File: config.mk
export PLATFORM = sky130hd
export DESIGN_NAME = instr_aligner_flat
export DESIGN_NICKNAME = d
export VERILOG_FILES = /design/src/rtl/instr_aligner_if.sv /design/src/rtl/instr_aligner.sv /design/src/flat_wrapper.sv
export SDC_FILE = /design/constraint.sdc
export NUM_CORES = 1
export LEC_CHECK = 0
export BUFFER_PORTS_ARGS = -buffer_cell sky130_fd_sc_hd__buf_2
export CORE_ASPECT_RATIO = 0.6
export CORE_MARGIN = 2
export CORE_UTILIZATION = 35
export DETAILED_ROUTE_END_ITERATION = 6
export PLACE_DENSITY = 0.64
export RECOVER_POWER = 50
export SETUP_SLACK_MARGIN = 0.4
export SLEW_MARGIN = 10
export SYNTH_ARGS = -nofsm -noshare
export SYNTH_HDL_FRONTEND = slang
export SYNTH_SLANG_ARGS = --single-unit
File: constraint.sdc
create_clock -name clk_i -period 6.2 [get_ports clk_i]
set_input_delay 0.62 -clock clk_i [delete_from_list [all_inputs] [get_ports clk_i]]
set_output_delay 0.62 -clock clk_i [all_outputs]
set_load 0.05 [all_outputs]
File: src/rtl/instr_aligner_if.sv
// instr_aligner_if
//   Bundles the fetch bus, the redirect input and the decode-side handshake
//   of the instruction aligner.
//   master : the aligner side (drives fetch request and instruction outputs)
//   slave  : the environment side (bus, redirect source, decode stage)
//   Signals:
//     flush_i / flush_pc_i          redirect request and target PC
//     fetch_req_o / fetch_addr_o    word-aligned fetch request
//     fetch_ack_i / fetch_data_i    fetch completion and returned word
//     instr_valid_o / instr_ready_i decode handshake
//     instr_o / instr_pc_o / instr_is_c_o  delivered instruction, PC, RVC flag
interface instr_aligner_if;
    logic        flush_i;
    logic [31:0] flush_pc_i;
    logic        fetch_req_o;
    logic [31:0] fetch_addr_o;
    logic        fetch_ack_i;
    logic [31:0] fetch_data_i;
    logic        instr_valid_o;
    logic [31:0] instr_o;
    logic [31:0] instr_pc_o;
    logic        instr_is_c_o;
    logic        instr_ready_i;

    modport master (
        input  flush_i, flush_pc_i, fetch_ack_i, fetch_data_i, instr_ready_i,
        output fetch_req_o, fetch_addr_o, instr_valid_o, instr_o, instr_pc_o,
        instr_is_c_o
    );

    modport slave (
        output flush_i, flush_pc_i, fetch_ack_i, fetch_data_i, instr_ready_i,
        input  fetch_req_o, fetch_addr_o, instr_valid_o, instr_o, instr_pc_o,
        instr_is_c_o
    );
endinterface

File: src/rtl/instr_aligner.sv
// instr_aligner
//   Fetch-side aligner for an RV32C frontend. Issues word-aligned fetches,
//   keeps up to three 16-bit halfwords and hands one whole instruction
//   (16-bit compressed or 32-bit, possibly straddling two words) per
//   handshake to decode, together with its PC and compressed flag.
//   Ports:
//     clk_i  clock
//     rst_i  asynchronous active-high reset
//     bus    instr_aligner_if.master (fetch bus, redirect, decode handshake)
//   Parameter:
//     RESET_PC  PC of the first instruction after reset (bit 0 ignored)
module instr_aligner #(
    parameter logic [31:0] RESET_PC = 32'h0000_0000
) (
    input logic             clk_i,
    input logic             rst_i,
    instr_aligner_if.master bus
);

    localparam logic [1:0] ST_IDLE    = 2'd0;
    localparam logic [1:0] ST_REQ     = 2'd1;
    localparam logic [1:0] ST_DISCARD = 2'd2;

    logic [1:0]  r_state;
    logic [15:0] r_buf [3];
    logic [1:0]  r_cnt;
    logic        r_skip;        // next accepted word starts at its upper half
    logic [31:0] r_fetch_addr;  // next address to fetch (redirect target in DISCARD)
    logic [31:0] r_hold_addr;   // address of the in-flight request being discarded
    logic [31:0] r_pc;

    logic        w_head_c;
    logic        w_valid;
    logic        w_pop;
    logic        w_ack;
    logic        w_push;
    logic [1:0]  w_cnt_pop;
    logic [1:0]  w_cnt_nxt;
    logic [15:0] w_buf_pop [3];
    logic [15:0] w_buf_nxt [3];
    logic [31:0] w_pc_pop;

    assign w_head_c  = (r_buf[0][1:0] != 2'b11);
    assign w_valid   = ((r_cnt >= 2'd1) && w_head_c) || (r_cnt >= 2'd2);
    assign w_pop     = w_valid && bus.instr_ready_i;
    // An ack is only meaningful while a request is on the bus.
    assign w_ack     = bus.fetch_ack_i && (r_state != ST_IDLE);
    assign w_push    = w_ack && (r_state == ST_REQ);
    assign w_pc_pop  = r_pc + (w_head_c ? 32'd2 : 32'd4);

    // Pop first, then append the returned halfwords behind what is left.
    // A request is only issued with at most one halfword left after pop,
    // so a two-halfword push never overflows the three entries.
    always_comb begin
        w_cnt_pop = r_cnt;
        w_buf_pop = r_buf;
        if (w_pop) begin
            if (w_head_c) begin
                w_cnt_pop    = r_cnt - 2'd1;
                w_buf_pop[0] = r_buf[1];
                w_buf_pop[1] = r_buf[2];
            end else begin
                w_cnt_pop    = r_cnt - 2'd2;
                w_buf_pop[0] = r_buf[2];
            end
        end

        w_cnt_nxt = w_cnt_pop;
        w_buf_nxt = w_buf_pop;
        if (w_push) begin
            if (r_skip) begin
                for (int i = 0; i < 3; i++) begin
                    if (2'(i) == w_cnt_pop) w_buf_nxt[i] = bus.fetch_data_i[31:16];
                end
                w_cnt_nxt = w_cnt_pop + 2'd1;
            end else begin
                for (int i = 0; i < 3; i++) begin
                    if (2'(i) == w_cnt_pop)
                        w_buf_nxt[i] = bus.fetch_data_i[15:0];
                    else if (3'(i) == ({1'b0, w_cnt_pop} + 3'd1))
                        w_buf_nxt[i] = bus.fetch_data_i[31:16];
                end
                w_cnt_nxt = w_cnt_pop + 2'd2;
            end
        end
    end

    always_ff @(posedge clk_i or posedge rst_i) begin
        if (rst_i) begin
            r_state      <= ST_IDLE;
            r_cnt        <= 2'd0;
            for (int i = 0; i < 3; i++) r_buf[i] <= 16'h0;
            r_skip       <= RESET_PC[1];
            r_fetch_addr <= RESET_PC & ~32'h3;
            r_hold_addr  <= RESET_PC & ~32'h3;
            r_pc         <= RESET_PC & ~32'h1;
        end else if (bus.flush_i) begin
            // Redirect overrides push and pop; any data acked now is stale.
            r_cnt        <= 2'd0;
            r_pc         <= bus.flush_pc_i & ~32'h1;
            r_fetch_addr <= bus.flush_pc_i & ~32'h3;
            r_skip       <= bus.flush_pc_i[1];
            case (r_state)
                ST_REQ: begin
                    if (w_ack) begin
                        r_state <= ST_REQ;
                    end else begin
                        // Keep the old request on the bus until it completes.
                        r_state     <= ST_DISCARD;
                        r_hold_addr <= r_fetch_addr;
                    end
                end
                ST_DISCARD: r_state <= w_ack ? ST_REQ : ST_DISCARD;
                default:    r_state <= ST_REQ;
            endcase
        end else begin
            r_cnt <= w_cnt_nxt;
            r_buf <= w_buf_nxt;
            if (w_pop) r_pc <= w_pc_pop;
            case (r_state)
                ST_IDLE: begin
                    if (w_cnt_pop <= 2'd1) r_state <= ST_REQ;
                end
                ST_REQ: begin
                    if (w_ack) begin
                        r_state      <= ST_IDLE;
                        r_fetch_addr <= r_fetch_addr + 32'd4;
                        r_skip       <= 1'b0;
                    end
                end
                ST_DISCARD: begin
                    if (w_ack) r_state <= ST_REQ;
                end
                default: r_state <= ST_IDLE;
            endcase
        end
    end

    assign bus.fetch_req_o   = (r_state != ST_IDLE);
    assign bus.fetch_addr_o  = (r_state == ST_DISCARD) ? r_hold_addr : r_fetch_addr;
    assign bus.instr_valid_o = w_valid;
    assign bus.instr_o       = w_head_c ? {16'h0, r_buf[0]} : {r_buf[1], r_buf[0]};
    assign bus.instr_pc_o    = r_pc;
    assign bus.instr_is_c_o  = w_head_c;

endmodule
File: src/flat_wrapper.sv
// flat-port wrapper written by rule: the top's interface ports become plain ports
module instr_aligner_flat 
#(
    parameter logic [31:0] RESET_PC = 32'h0000_0000
)
  (clk_i, rst_i, bus_flush_i, bus_flush_pc_i, bus_fetch_ack_i, bus_fetch_data_i, bus_instr_ready_i, bus_fetch_req_o, bus_fetch_addr_o, bus_instr_valid_o, bus_instr_o, bus_instr_pc_o, bus_instr_is_c_o);
  instr_aligner_if bus_i ();
  input logic clk_i;
  input logic rst_i;
  input wire logic [$bits(bus_i.flush_i)-1:0] bus_flush_i;
  input wire logic [$bits(bus_i.flush_pc_i)-1:0] bus_flush_pc_i;
  input wire logic [$bits(bus_i.fetch_ack_i)-1:0] bus_fetch_ack_i;
  input wire logic [$bits(bus_i.fetch_data_i)-1:0] bus_fetch_data_i;
  input wire logic [$bits(bus_i.instr_ready_i)-1:0] bus_instr_ready_i;
  output wire logic [$bits(bus_i.fetch_req_o)-1:0] bus_fetch_req_o;
  output wire logic [$bits(bus_i.fetch_addr_o)-1:0] bus_fetch_addr_o;
  output wire logic [$bits(bus_i.instr_valid_o)-1:0] bus_instr_valid_o;
  output wire logic [$bits(bus_i.instr_o)-1:0] bus_instr_o;
  output wire logic [$bits(bus_i.instr_pc_o)-1:0] bus_instr_pc_o;
  output wire logic [$bits(bus_i.instr_is_c_o)-1:0] bus_instr_is_c_o;
  assign bus_i.flush_i = bus_flush_i;
  assign bus_i.flush_pc_i = bus_flush_pc_i;
  assign bus_i.fetch_ack_i = bus_fetch_ack_i;
  assign bus_i.fetch_data_i = bus_fetch_data_i;
  assign bus_i.instr_ready_i = bus_instr_ready_i;
  assign bus_fetch_req_o = bus_i.fetch_req_o;
  assign bus_fetch_addr_o = bus_i.fetch_addr_o;
  assign bus_instr_valid_o = bus_i.instr_valid_o;
  assign bus_instr_o = bus_i.instr_o;
  assign bus_instr_pc_o = bus_i.instr_pc_o;
  assign bus_instr_is_c_o = bus_i.instr_is_c_o;
  instr_aligner #(.RESET_PC(RESET_PC)) u_core (.clk_i(clk_i), .rst_i(rst_i), .bus(bus_i));
endmodule
==> impl_metrics.py, run 1 <==
metrics = {
    "worst_setup_path": {
        "slowest_delay_ps": 700,
        "cpLargestDelayFamily": "compound AO/OA/AOI/OAI gates",
        "worst_setup_path_end_kind": "flop",
        "crit_path_frequent_cell": "buf_4",
        "worstPathCellList": "and2_1 > buf_4 > a211oi_4 > xnor2_1 > inv_1 > ha_1 > nor2b_1 > o21a_1 > o21ai_1 > buf_4 > a221o_1",
        "path_max_fanout": 25,
        "crit_path_top_delay_cell": "dfrtp_1",
        "path_class": "flop to flop",
        "worst_ep_required_time_ps": 6570,
        "start_kind": "flop",
        "cp_num_buf_inv": 3,
        "cp_data_arrival_time_ps": 4570,
    },
    "grt": {
        "antenna_found_initial": 6,
        "grt.overflow.total": 0,
        "grt_util_all_layers_pct": 20.8,
        "grt_pass1_vias": 7163,
        "grt_max_degree": 85,
        "grt_pass1_wl_um": 42800,
    },
    "timing": {
        "maxSlewHeadroom_pct": -157,
        "drv_slew": 201,
        "rsz0062_at_grt": "no",
        "fin_setup_tns_ps": 0,
        "min_period_ps": 4190,
        "hold_ws_ps": 426,
        "hold_viol_final": 0,
        "setup_slack_ps": 2010,
        "max_freq_mhz": 238,
        "finClkSkew_ps": 11.2,
        "worst_pin_slew_ps": 3840,
        "min_period_over_period_pct": 67.7,
        "setup_viol": 0,
    },
    "routing": {
        "routed.top_layer": "met5",
        "vias": 7918,
        "drt-vias-per-instance": 5.81,
        "met2WireLength_um": 11300,
        "drtIter0Drc": 740,
        "wire_per_inst_um": 20.3,
        "drt-met1-wl_um": 14100,
        "ant_nets": 0,
        "drc_errors": 0,
        "wirelength_um": 27700,
        "drt-pass1-iter-count": 6,
        "wl_met3_um": 1890,
    },
    "power_and_ir_drop": {
        "irDropWorstVdd_v": 0.000205,
        "cellPowerDensity_nw_per_um2": 452,
        "clockPowerShare_pct": 22.2,
        "power_leakage_nw": 4.16,
        "power.share.sequential_pct": 32.6,
        "cell_internal_pwr_mw": 2.55,
        "power_frac_comb_pct": 45.3,
        "switching_share_pct": 45.2,
        "power_switching_mw": 2.10,
    },
    "yosys": {
        "synth_seq_cells": 144,
        "netlist-cell-type-count": 66,
        "ys.flop_type": "dfrtp_1",
        "yosysWarnings": 0,
        "syn_area_um2": 8860,
        "ys_async_sr_fraction_pct": 100,
        "synthTopCellsByArea": "dfrtp_1, mux2_2, mux2i_1, nand2_1, a31oi_1",
        "yosys.area.top_type_share_pct": 40.7,
        "syn-instance-count": 909,
        "synth_seq_area_share_pct": 40.7,
        "synth_most_common_cell": "dfrtp_1",
        "yosys-top-cells-count": "dfrtp_1, nand2_1, mux2_2",
        "yosysTopAreaCell": "dfrtp_1",
        "syn_area_per_cell_um2": 9.75,
        "synth_edf_count": 0,
    },
    "die": {
        "die_h_um": 127,
        "dieArea_um2": 26700,
        "ios": 168,
        "start_util_pct": 35.4,
        "core_um2": 25100,
        "fp.dieW_um": 209,
        "rows": 45,
    },
    "cells_and_area": {
        "layout-drive-gt1-share_pct": 23.7,
        "final_nets": 1098,
        "area_delta_synth_final_pct": 15.9,
        "stdcell_count": 1363,
        "design_area_um2": 10300,
        "nFillCells": 2462,
    },
    "clocking": {
        "htree_levels": 4,
        "ctsHoldBuffers": 0,
        "cts_tree": "built",
        "numCtsBuffers": 17,
        "clk_pin_slew_worst_paths_ps": 70,
        "post_cts_resized": 0,
        "clockRootBuffer": "clkbuf_16",
        "cts_sinks": 144,
        "clock_latency_ps": 430,
        "clockBufferDepth": 2,
        "post-cts-setup-buffers": 0,
    },
    "run_status": {
        "status": "finished with violations",
        "violations": "capacitance limit, slew limit",
    },
    "run": {
        "cap_violations": 3,
    },
    "place": {
        "place_area_um2": 9750,
        "placed_cells": 1328,
        "port_buffers": 163,
        "post-place-ws_ps": 2110,
        "gp_congestion": 0.838,
        "hpwl_um": 19200,
    },
    "hold_path": {
        "hp-class": "input pin to flop",
    },
}
final cells by class:
| class | instances | area [um^2] | area share [%] |
|---|---|---|---|
| Multi-Input combinational cell | 660 | 4740 | 46.1 |
| Sequential cell | 144 | 3600 | 35.1 |
| Timing Repair Buffer | 177 | 863 | 8.41 |
| Clock buffer | 19 | 453 | 4.41 |
| Tap cell | 329 | 412 | 4.01 |
| Clock inverter | 13 | 126 | 1.23 |
| Inverter | 18 | 68.8 | 0.670 |
| Antenna cell | 3 | 7.51 | 0.0731 |
power by group through the flow:
stage | Combinational (mW) | Clock [mW] | Sequential [mW]
2_1_floorplan | 1.63 | 0 | 1.50
3_3_place_gp | 2.07 | 0 | 1.51
3_5_place_dp | 2.12 | 0 | 1.52
4_1_cts | 2.12 | 1.05 | 1.50
5_1_grt | 2.26 | 1.09 | 1.56
6_report | 2.10 | 1.03 | 1.51
worst paths after layout:
path	start	end	slack, ps	cells after the start
setup / recovery	u_core.r_buf[33]$_DFFE_PP0N_	u_core.r_buf[27]$_DFFE_PP0N_	2010	11
setup reg to reg	u_core.r_buf[33]$_DFFE_PP0N_	u_core.r_buf[27]$_DFFE_PP0N_	2010	11
hold / removal	bus_flush_pc_i[1]	u_core.r_skip$_DFFE_PP0P_	430	3
min in group asynchronous	rst_i	u_core.r_buf[39]$_DFFE_PP0N_	1300	2
max in group asynchronous	rst_i	u_core.bus.instr_pc_o[10]$_DFFE_PP0N_	2070	3
hold reg to reg	u_core.r_hold_addr[23]$_DFFE_PP0P_	u_core.r_hold_addr[23]$_DFFE_PP0P_	490	2
cell usage in the layout, fill, tap and decap left out, types with 7 or more instances in the layout:
cell / instances
nor3_1: 7
nand2_1: 66
a21o_1: 19
clkbuf_1: 44
a221o_1: 16
and2_1: 10
o21ai_0: 34
nand4_1: 15
nand3_1: 37
inv_1: 16
or4_1: 23
a31oi_1: 34
a311oi_1: 11
clkbuf_16: 17
mux2i_1: 50
o22ai_1: 16
dfrtp_1: 144
buf_4: 13
mux2_2: 58
o31ai_1: 25
buf_2: 119
xnor2_1: 8
a22o_1: 16
and4_1: 10
o2111ai_1: 7
a21oi_1: 29
nor4_1: 8
xor2_1: 7
and3_1: 22
nor2_1: 35
nand3b_1: 16
or3_1: 9
ha_1: 11
tightest hold or removal path: stages:
cell	delay, ps
buf_2	70
nand2_1	60
o31ai_1	60
logic make-up after synthesis:
| kind of cell | count (synthesis) | share of synthesized area (%) |
|---|---|---|
| AND/OR/NAND/NOR | 284 | 18.0 |
| multiplexers | 108 | 13.0 |
| buffers and inverters | 107 | 6.08 |
| adder cells (fa/ha/maj) | 11 | 1.55 |
| XOR/XNOR | 16 | 1.74 |
| AO/OA/AOI/OAI | 238 | 18.9 |
| flip-flops | 144 | 40.7 |
| other | 1 | 0.0423 |
metrics by stage:
stage	utilization, %	power, mW
6_report	41.0	4.65
5_1_grt	41.0	4.91
4_1_cts	41.2	4.67
3_5_place_dp	38.9	3.64
3_3_place_gp	38.9	3.58
2_1_floorplan	-	3.13
metal layers:
| layer | GRT usage [%] | vias up |
|---|---|---|
| li1 | - | 3663 |
| met1 | 32.6 | 3942 |
| met2 | 28.2 | 281 |
| met3 | 4.92 | 30 |
| met4 | 5.59 | 2 |
| met5 | 0 | - |
flip-flops by register name (all words and copies together) (netlist names):
signal and flops:
u_core.bus.instr_pc_o 31, u_core.r_buf 48, u_core.r_cnt 2, u_core.r_fetch_addr 30, u_core.r_hold_addr 30, u_core.r_skip 1
u_core.r_state 2
Note: power is estimated with default switching activity, not from simulation.
==> run 2: changes to the inputs <==
- ABC_AREA: unset -> 1
- PLACE_DENSITY: 0.64 -> 0.63
- clock period: 6.2 -> 3.92 ns (I/O delays scaled with it)
==> run 2 against run 1 <==
  * The flow still finishes with violations (capacitance limit, slew limit)
  * Design area grew 14%
  * Clock power increased by 88%
  * Worst setup slack lost 1400 ps
  * Final cell count grew 50%
  * Total power increased by 110%
  * Register-to-register slack worse by 1400 ps
  * Critical endpoint is now u_core.r_buf[31]$_DFFE_PP0N_
  * Highest routed layer unchanged
==> impl_metrics.py, run 2 <==
metrics = {
    "timing": {
        "setup_viol": 0,
        "rsz0062_at_grt": "no",
        "drv_slew": 145,
        "min_period_ps": 3350,
        "hold_viol_final": 0,
        "worst_pin_slew_ps": 2140,
        "finClkSkew_ps": 9.94,
        "maxSlewHeadroom_pct": -42.7,
        "max_freq_mhz": 299,
        "min_period_over_period_pct": 85.5,
        "fin_setup_tns_ps": 0,
    },
    "worst_setup_path": {
        "path_max_fanout": 29,
        "start_kind": "flop",
        "worst_setup_path_end_kind": "flop",
        "path_class": "flop to flop",
        "cp_data_arrival_time_ps": 3700,
        "worst_ep_required_time_ps": 4270,
    },
    "yosys": {
        "yosys.area.top_type_share_pct": 35.4,
        "syn-instance-count": 1546,
        "synth_most_common_cell": "nand2_1",
        "ys.flop_type": "dfrtp_1",
        "yosys-top-cells-count": "nand2_1, inv_1, o21ai_0",
        "ys_async_sr_fraction_pct": 100,
        "syn_area_um2": 10200,
        "yosysWarnings": 0,
        "syn_area_per_cell_um2": 6.58,
        "synthTopCellsByArea": "dfrtp_1, nand2_1, o21ai_0, inv_1, nor2_1",
        "yosysTopAreaCell": "dfrtp_1",
        "synth_seq_area_share_pct": 35.4,
        "netlist-cell-type-count": 39,
        "synth_seq_cells": 144,
        "synth_edf_count": 0,
    },
    "die": {
        "dieArea_um2": 30500,
        "fp.dieW_um": 224,
        "rows": 48,
        "core_um2": 28600,
        "die_h_um": 136,
        "start_util_pct": 35.5,
        "ios": 168,
    },
    "cells_and_area": {
        "multi_input_area_um2": 5390,
        "layout_common_cells": "nand2_1, inv_1, o21ai_0",
        "layout-drive-gt1-share_pct": 14.4,
        "regMostFlops": "u_core.r_buf",
        "area_delta_synth_final_pct": 15.3,
        "final_common_cell": "nand2_1",
        "final_nets": 1733,
        "largest_reg_flops": 48,
        "nFillCells": 3033,
        "regArea_um2": 3600,
        "post-route-util_pct": 41.0,
    },
    "place": {
        "port_buffers": 163,
        "gp_congestion": 0.933,
        "hpwl_um": 26200,
    },
    "power_and_ir_drop": {
        "irDropWorstVdd_v": 0.000290,
        "cellPowerDensity_nw_per_um2": 847,
        "power_leakage_nw": 5.74,
    },
    "run_status": {
        "status": "finished with violations",
        "violations": "capacitance limit, slew limit",
    },
    "grt": {
        "grt_pass1_wl_um": 56500,
        "grt_util_all_layers_pct": 24.2,
        "grt_pass1_vias": 9792,
        "grt.overflow.total": 0,
        "antenna_found_initial": 9,
        "grt_max_degree": 145,
    },
    "hold_path": {
        "hp-class": "input pin to flop",
    },
    "routing": {
        "drc_errors": 0,
        "wirelength_um": 36200,
        "drt-pass1-iter-count": 5,
        "vias": 10611,
        "drt-vias-per-instance": 5.18,
        "wire_per_inst_um": 17.7,
        "drtIter0Drc": 1184,
        "ant_nets": 0,
    },
    "clocking": {
        "htree_levels": 4,
        "clk_pin_slew_worst_paths_ps": 70,
        "clock_latency_ps": 430,
        "cts_tree": "built",
        "cts_sinks": 144,
        "clockRootBuffer": "clkbuf_16",
        "clockBufferDepth": 2,
        "numCtsBuffers": 17,
    },
    "run": {
        "cap_violations": 1,
    },
}
[run 2: metrics by stage]
stage | setup WS, ps | area (um^2) | power, mW | cells | hold slack, ps
after floorplan | 1400 | 10200 | 6.72 | 1548 | 453
final | 570 | 11700 | 9.94 | 2049 | 218
after global routing | 381 | 11700 | 10.6 | 2049 | 227
after detailed placement | 428 | 11100 | 8.00 | 2009 | 473
after global placement | 521 | 11100 | 7.91 | 2009 | 466
after CTS | 769 | 11800 | 9.98 | 2041 | 212
[run 2: final cells by class]
cell class | count | area share (%)
well taps | 375 | 4.00
inverters | 177 | 5.76
multi-input cells | 1133 | 46.0
clock buffers | 20 | 3.89
diodes | 8 | 0.171
clock inverters | 12 | 1.96
repair buffers | 180 | 7.53
flip-flops and latches | 144 | 30.7
[run 2: logic make-up after synthesis]
family,synth area share [%]
AND/OR/NAND/NOR,34.8
AO/OA/AOI/OAI,14.8
buffers and inverters,11.7
flip-flops,35.4
XOR/XNOR,1.89
adder cells (fa/ha/maj),1.35
other,0.0369
[run 2: worst paths after layout]
kind,slack (ps),end,cells after the start,start
max,570,u_core.r_buf[31]$_DFFE_PP0N_,9,u_core.r_state[0]$_DFFE_PP0P_
min,220,u_core.r_fetch_addr[31]$_DFFE_PP0P_,3,bus_flush_pc_i[31]
max reg2reg,570,u_core.r_buf[31]$_DFFE_PP0N_,9,u_core.r_state[0]$_DFFE_PP0P_
min reg2reg,490,u_core.r_hold_addr[21]$_DFFE_PP0P_,2,u_core.r_hold_addr[21]$_DFFE_PP0P_
max in group asynchronous,1820,u_core.r_buf[10]$_DFFE_PP0P_,3,rst_i
min in group asynchronous,720,u_core.r_hold_addr[13]$_DFFE_PP0P_,3,rst_i
[run 2: worst max-delay path: stages, from the launching register on]
cell and delay (ps):
dfrtp_1 390, inv_1 80, ha_1 230, inv_2 100
nand3_1 550, inv_2 530, nand2_1 700, o21ai_0 440
nor2_1 90, a21oi_1 150
[run 2: repair_timing]
| item | 4_1_cts | 5_1_grt |
|---|---|---|
| gates cloned | 0 | 0 |
| resized for setup | 1 | 1 |
| hold buffers | 0 | 0 |
| endpoints found under the setup margin | 3 | 2 |
| hold endpoints to repair | 0 | 0 |
| buffers inserted | 0 | 0 |
[run 2: report_power, final]
| part | internal, mW | leakage, nW | switching (mW) |
|---|---|---|---|
| logic | 1.32 | 3.69 | 4.13 |
| registers | 2.03 | 1.72 | 0.513 |
| clock network | 1.23 | 0.327 | 0.710 |
[run 2: layer usage]
metal	GRT usage (%)	share of wire [%]
met1	37.6	50
met2	32.1	39
met3	5.47	8.9
met4	8.33	2.0
met5	0	0.036
==> run 3: changes to the inputs <==
--- a/config.mk
+++ b/config.mk
@@ -12,4 +12,5 @@
 export CORE_UTILIZATION = 35
 export DETAILED_ROUTE_END_ITERATION = 6
+export MAX_ROUTING_LAYER = met4
 export PLACE_DENSITY = 0.63
 export RECOVER_POWER = 50
==> constraint.sdc (replaced) <==
create_clock -name clk_i -period 3.92 [get_ports clk_i]
set_input_delay 0.588 -clock clk_i [delete_from_list [all_inputs] [get_ports clk_i]]
set_output_delay 0.588 -clock clk_i [all_outputs]
set_load 0.05 [all_outputs]
==> run 3 against run 2 <==
  * The flow now finishes without violations
  * Sequential share of layout area up 0.23 points
  * Sequential power is essentially flat
  * Final cell count about the same
  * Non-clock buffer count is 1 higher
  * First-iteration DRC count increased by 19%
  * Sequential cell count did not move
  * Register-to-register slack better by 110 ps
  * Clock power shrank 13%
  * Design area decreased by 0.74%
  * Hold slack improved by 150 ps
  * Critical endpoint is now u_core.r_buf[26]$_DFFE_PP0N_
  * Largest cell class unchanged
  * Highest routed layer is now met4
==> impl_metrics.py, run 3 (synthesis results as in run 2) <==
metrics = {
    "run_status": {
        "status": "completed",
    },
    "routing": {
        "wire_per_inst_um": 17.4,
        "drtIter0Drc": 1406,
        "ant_nets": 0,
        "vias": 10514,
        "drt-vias-per-instance": 5.13,
        "drt-pass1-iter-count": 5,
        "drc_errors": 0,
        "wirelength_um": 35700,
    },
    "die": {
        "start_util_pct": 35.5,
        "rows": 48,
        "core_um2": 28600,
        "dieArea_um2": 30500,
        "die_h_um": 136,
        "ios": 168,
        "fp.dieW_um": 224,
    },
    "cells_and_area": {
        "post-route-util_pct": 40.7,
        "largest_reg_flops": 48,
        "design_area_um2": 11600,
        "regMostFlops": "u_core.r_buf",
        "final_common_cell": "nand2_1",
        "layout-drive-gt1-share_pct": 14.3,
        "area_delta_synth_final_pct": 14.5,
        "final_nets": 1734,
        "layout_common_cells": "nand2_1, inv_1, o21ai_0",
    },
    "worst_setup_path": {
        "path_class": "flop to flop",
        "crit_path_top_delay_cell": "nand2_1",
        "crit_path_frequent_cell": "inv_2",
        "path_max_fanout": 29,
        "worstReg2RegStart": "u_core.r_state[0]$_DFFE_PP0P_",
        "worstReg2RegEnd": "u_core.r_buf[26]$_DFFE_PP0N_",
        "worst_ep_required_time_ps": 4260,
        "cp_data_arrival_time_ps": 3580,
        "worst_setup_path_end_kind": "flop",
        "r2r_cells": 9,
        "slowest_delay_ps": 670,
        "start_kind": "flop",
        "worstPathCellList": "inv_1 > ha_1 > inv_2 > nand3_1 > inv_2 > nand2_1 > o21ai_0 > nor2_1 > a21oi_1",
        "ff2ff_setup_slack_ps": 680,
    },
    "clocking": {
        "clk_pin_slew_worst_paths_ps": 60,
        "cts_tree": "built",
        "clockRootBuffer": "clkbuf_16",
        "cts_sinks": 144,
        "ctsHoldBuffers": 0,
        "post-cts-setup-buffers": 0,
        "htree_levels": 4,
        "numCtsBuffers": 17,
        "clock_latency_ps": 420,
        "clockBufferDepth": 2,
    },
    "timing": {
        "setup_viol": 0,
        "min_period_over_period_pct": 82.5,
        "hold_ws_ps": 365,
        "drv_slew": 0,
        "rsz0062_at_grt": "yes",
        "min_period_ps": 3240,
        "worst_pin_slew_ps": 1250,
        "hold_viol_final": 0,
        "fin_setup_tns_ps": 0,
        "setup_slack_ps": 685,
        "finClkSkew_ps": 9.79,
        "max_freq_mhz": 309,
        "maxSlewHeadroom_pct": 16.4,
    },
    "power_and_ir_drop": {
        "cellPowerDensity_nw_per_um2": 829,
        "irDropWorstVdd_v": 0.000378,
        "power_leakage_nw": 5.70,
    },
    "grt": {
        "grt_max_degree": 95,
        "grt_util_all_layers_pct": 24.8,
        "grt.overflow.total": 0,
        "grt_pass1_vias": 9486,
        "grt_pass1_wl_um": 55800,
        "antenna_found_initial": 10,
    },
    "place": {
        "hpwl_um": 26200,
        "post-place-ws_ps": 325,
        "gp_congestion": 0.930,
        "port_buffers": 163,
        "place_area_um2": 11100,
    },
    "run": {
        "cap_violations": 0,
    },
    "hold_path": {
        "hp-class": "input pin to asynchronous set/reset pin",
    },
}
-- run 3: worst max-delay path, delay by kind of cell (launching register included) --
family	cells	cell delay, ps
AND/OR/NAND/NOR	3	1280
buffers and inverters	3	650
AO/OA/AOI/OAI	2	590
flip-flops	1	380
adder cells (fa/ha/maj)	1	220
-- run 3: what timing repair did --
action / CTS / global route
endpoints found under the hold margin: 0 / 0
endpoints found under the setup margin: 11 / 4
gates resized for setup: 1 / 1
-- run 3: worst max path at each step --
stage / start / end / slack, ps / cells after the start
after floorplan: u_core.r_state[0]$_DFFE_PP0P_ / bus_fetch_addr_o[10] / 1290 / 5
after global placement: u_core.r_cnt[0]$_DFF_PP0_ / u_core.r_buf[25]$_DFFE_PP0N_ / 440 / 15
after detailed placement: u_core.r_cnt[1]$_DFF_PP0_ / u_core.r_buf[27]$_DFFE_PP0N_ / 320 / 16
after CTS: u_core.r_cnt[1]$_DFF_PP0_ / u_core.r_buf[27]$_DFFE_PP0N_ / 730 / 16
after global routing: u_core.r_cnt[1]$_DFF_PP0_ / u_core.r_buf[5]$_DFFE_PP0P_ / 400 / 14
final: u_core.r_state[0]$_DFFE_PP0P_ / u_core.r_buf[26]$_DFFE_PP0N_ / 680 / 9
-- run 3: where the power goes --
part	total, mW	internal [mW]	switching (mW)
sequential	2.54	2.03	0.509
combinational	5.43	1.33	4.10
clock	1.68	1.01	0.675
total	9.65	4.37	5.29
-- run 3: final cells by class --
cell class	instances	area [um^2]
Antenna cell	10	25.0
Clock buffer	19	443
Clock inverter	11	141
Fill cell	3079	17000
Inverter	177	673
Multi-Input combinational cell	1133	5390
Sequential cell	144	3600
Tap cell	375	469
Timing Repair Buffer	181	897
-- run 3: metal layers --
metal	vias to the layer above	share of wire, %	global-route usage (%)
met1	4922	51	38.1
met3	36	8.6	5.08
met5	-	0	-
met4	0	1.8	7.56
met2	424	39	31.4
li1	5132	-	-
-- run 3: stage by stage --
stage | cells | power, mW
floorplan | 1548 | 6.72
global placement | 2010 | 7.91
detailed placement | 2010 | 8.00
CTS | 2040 | 9.71
global route | 2050 | 10.4
finish | 2050 | 9.65
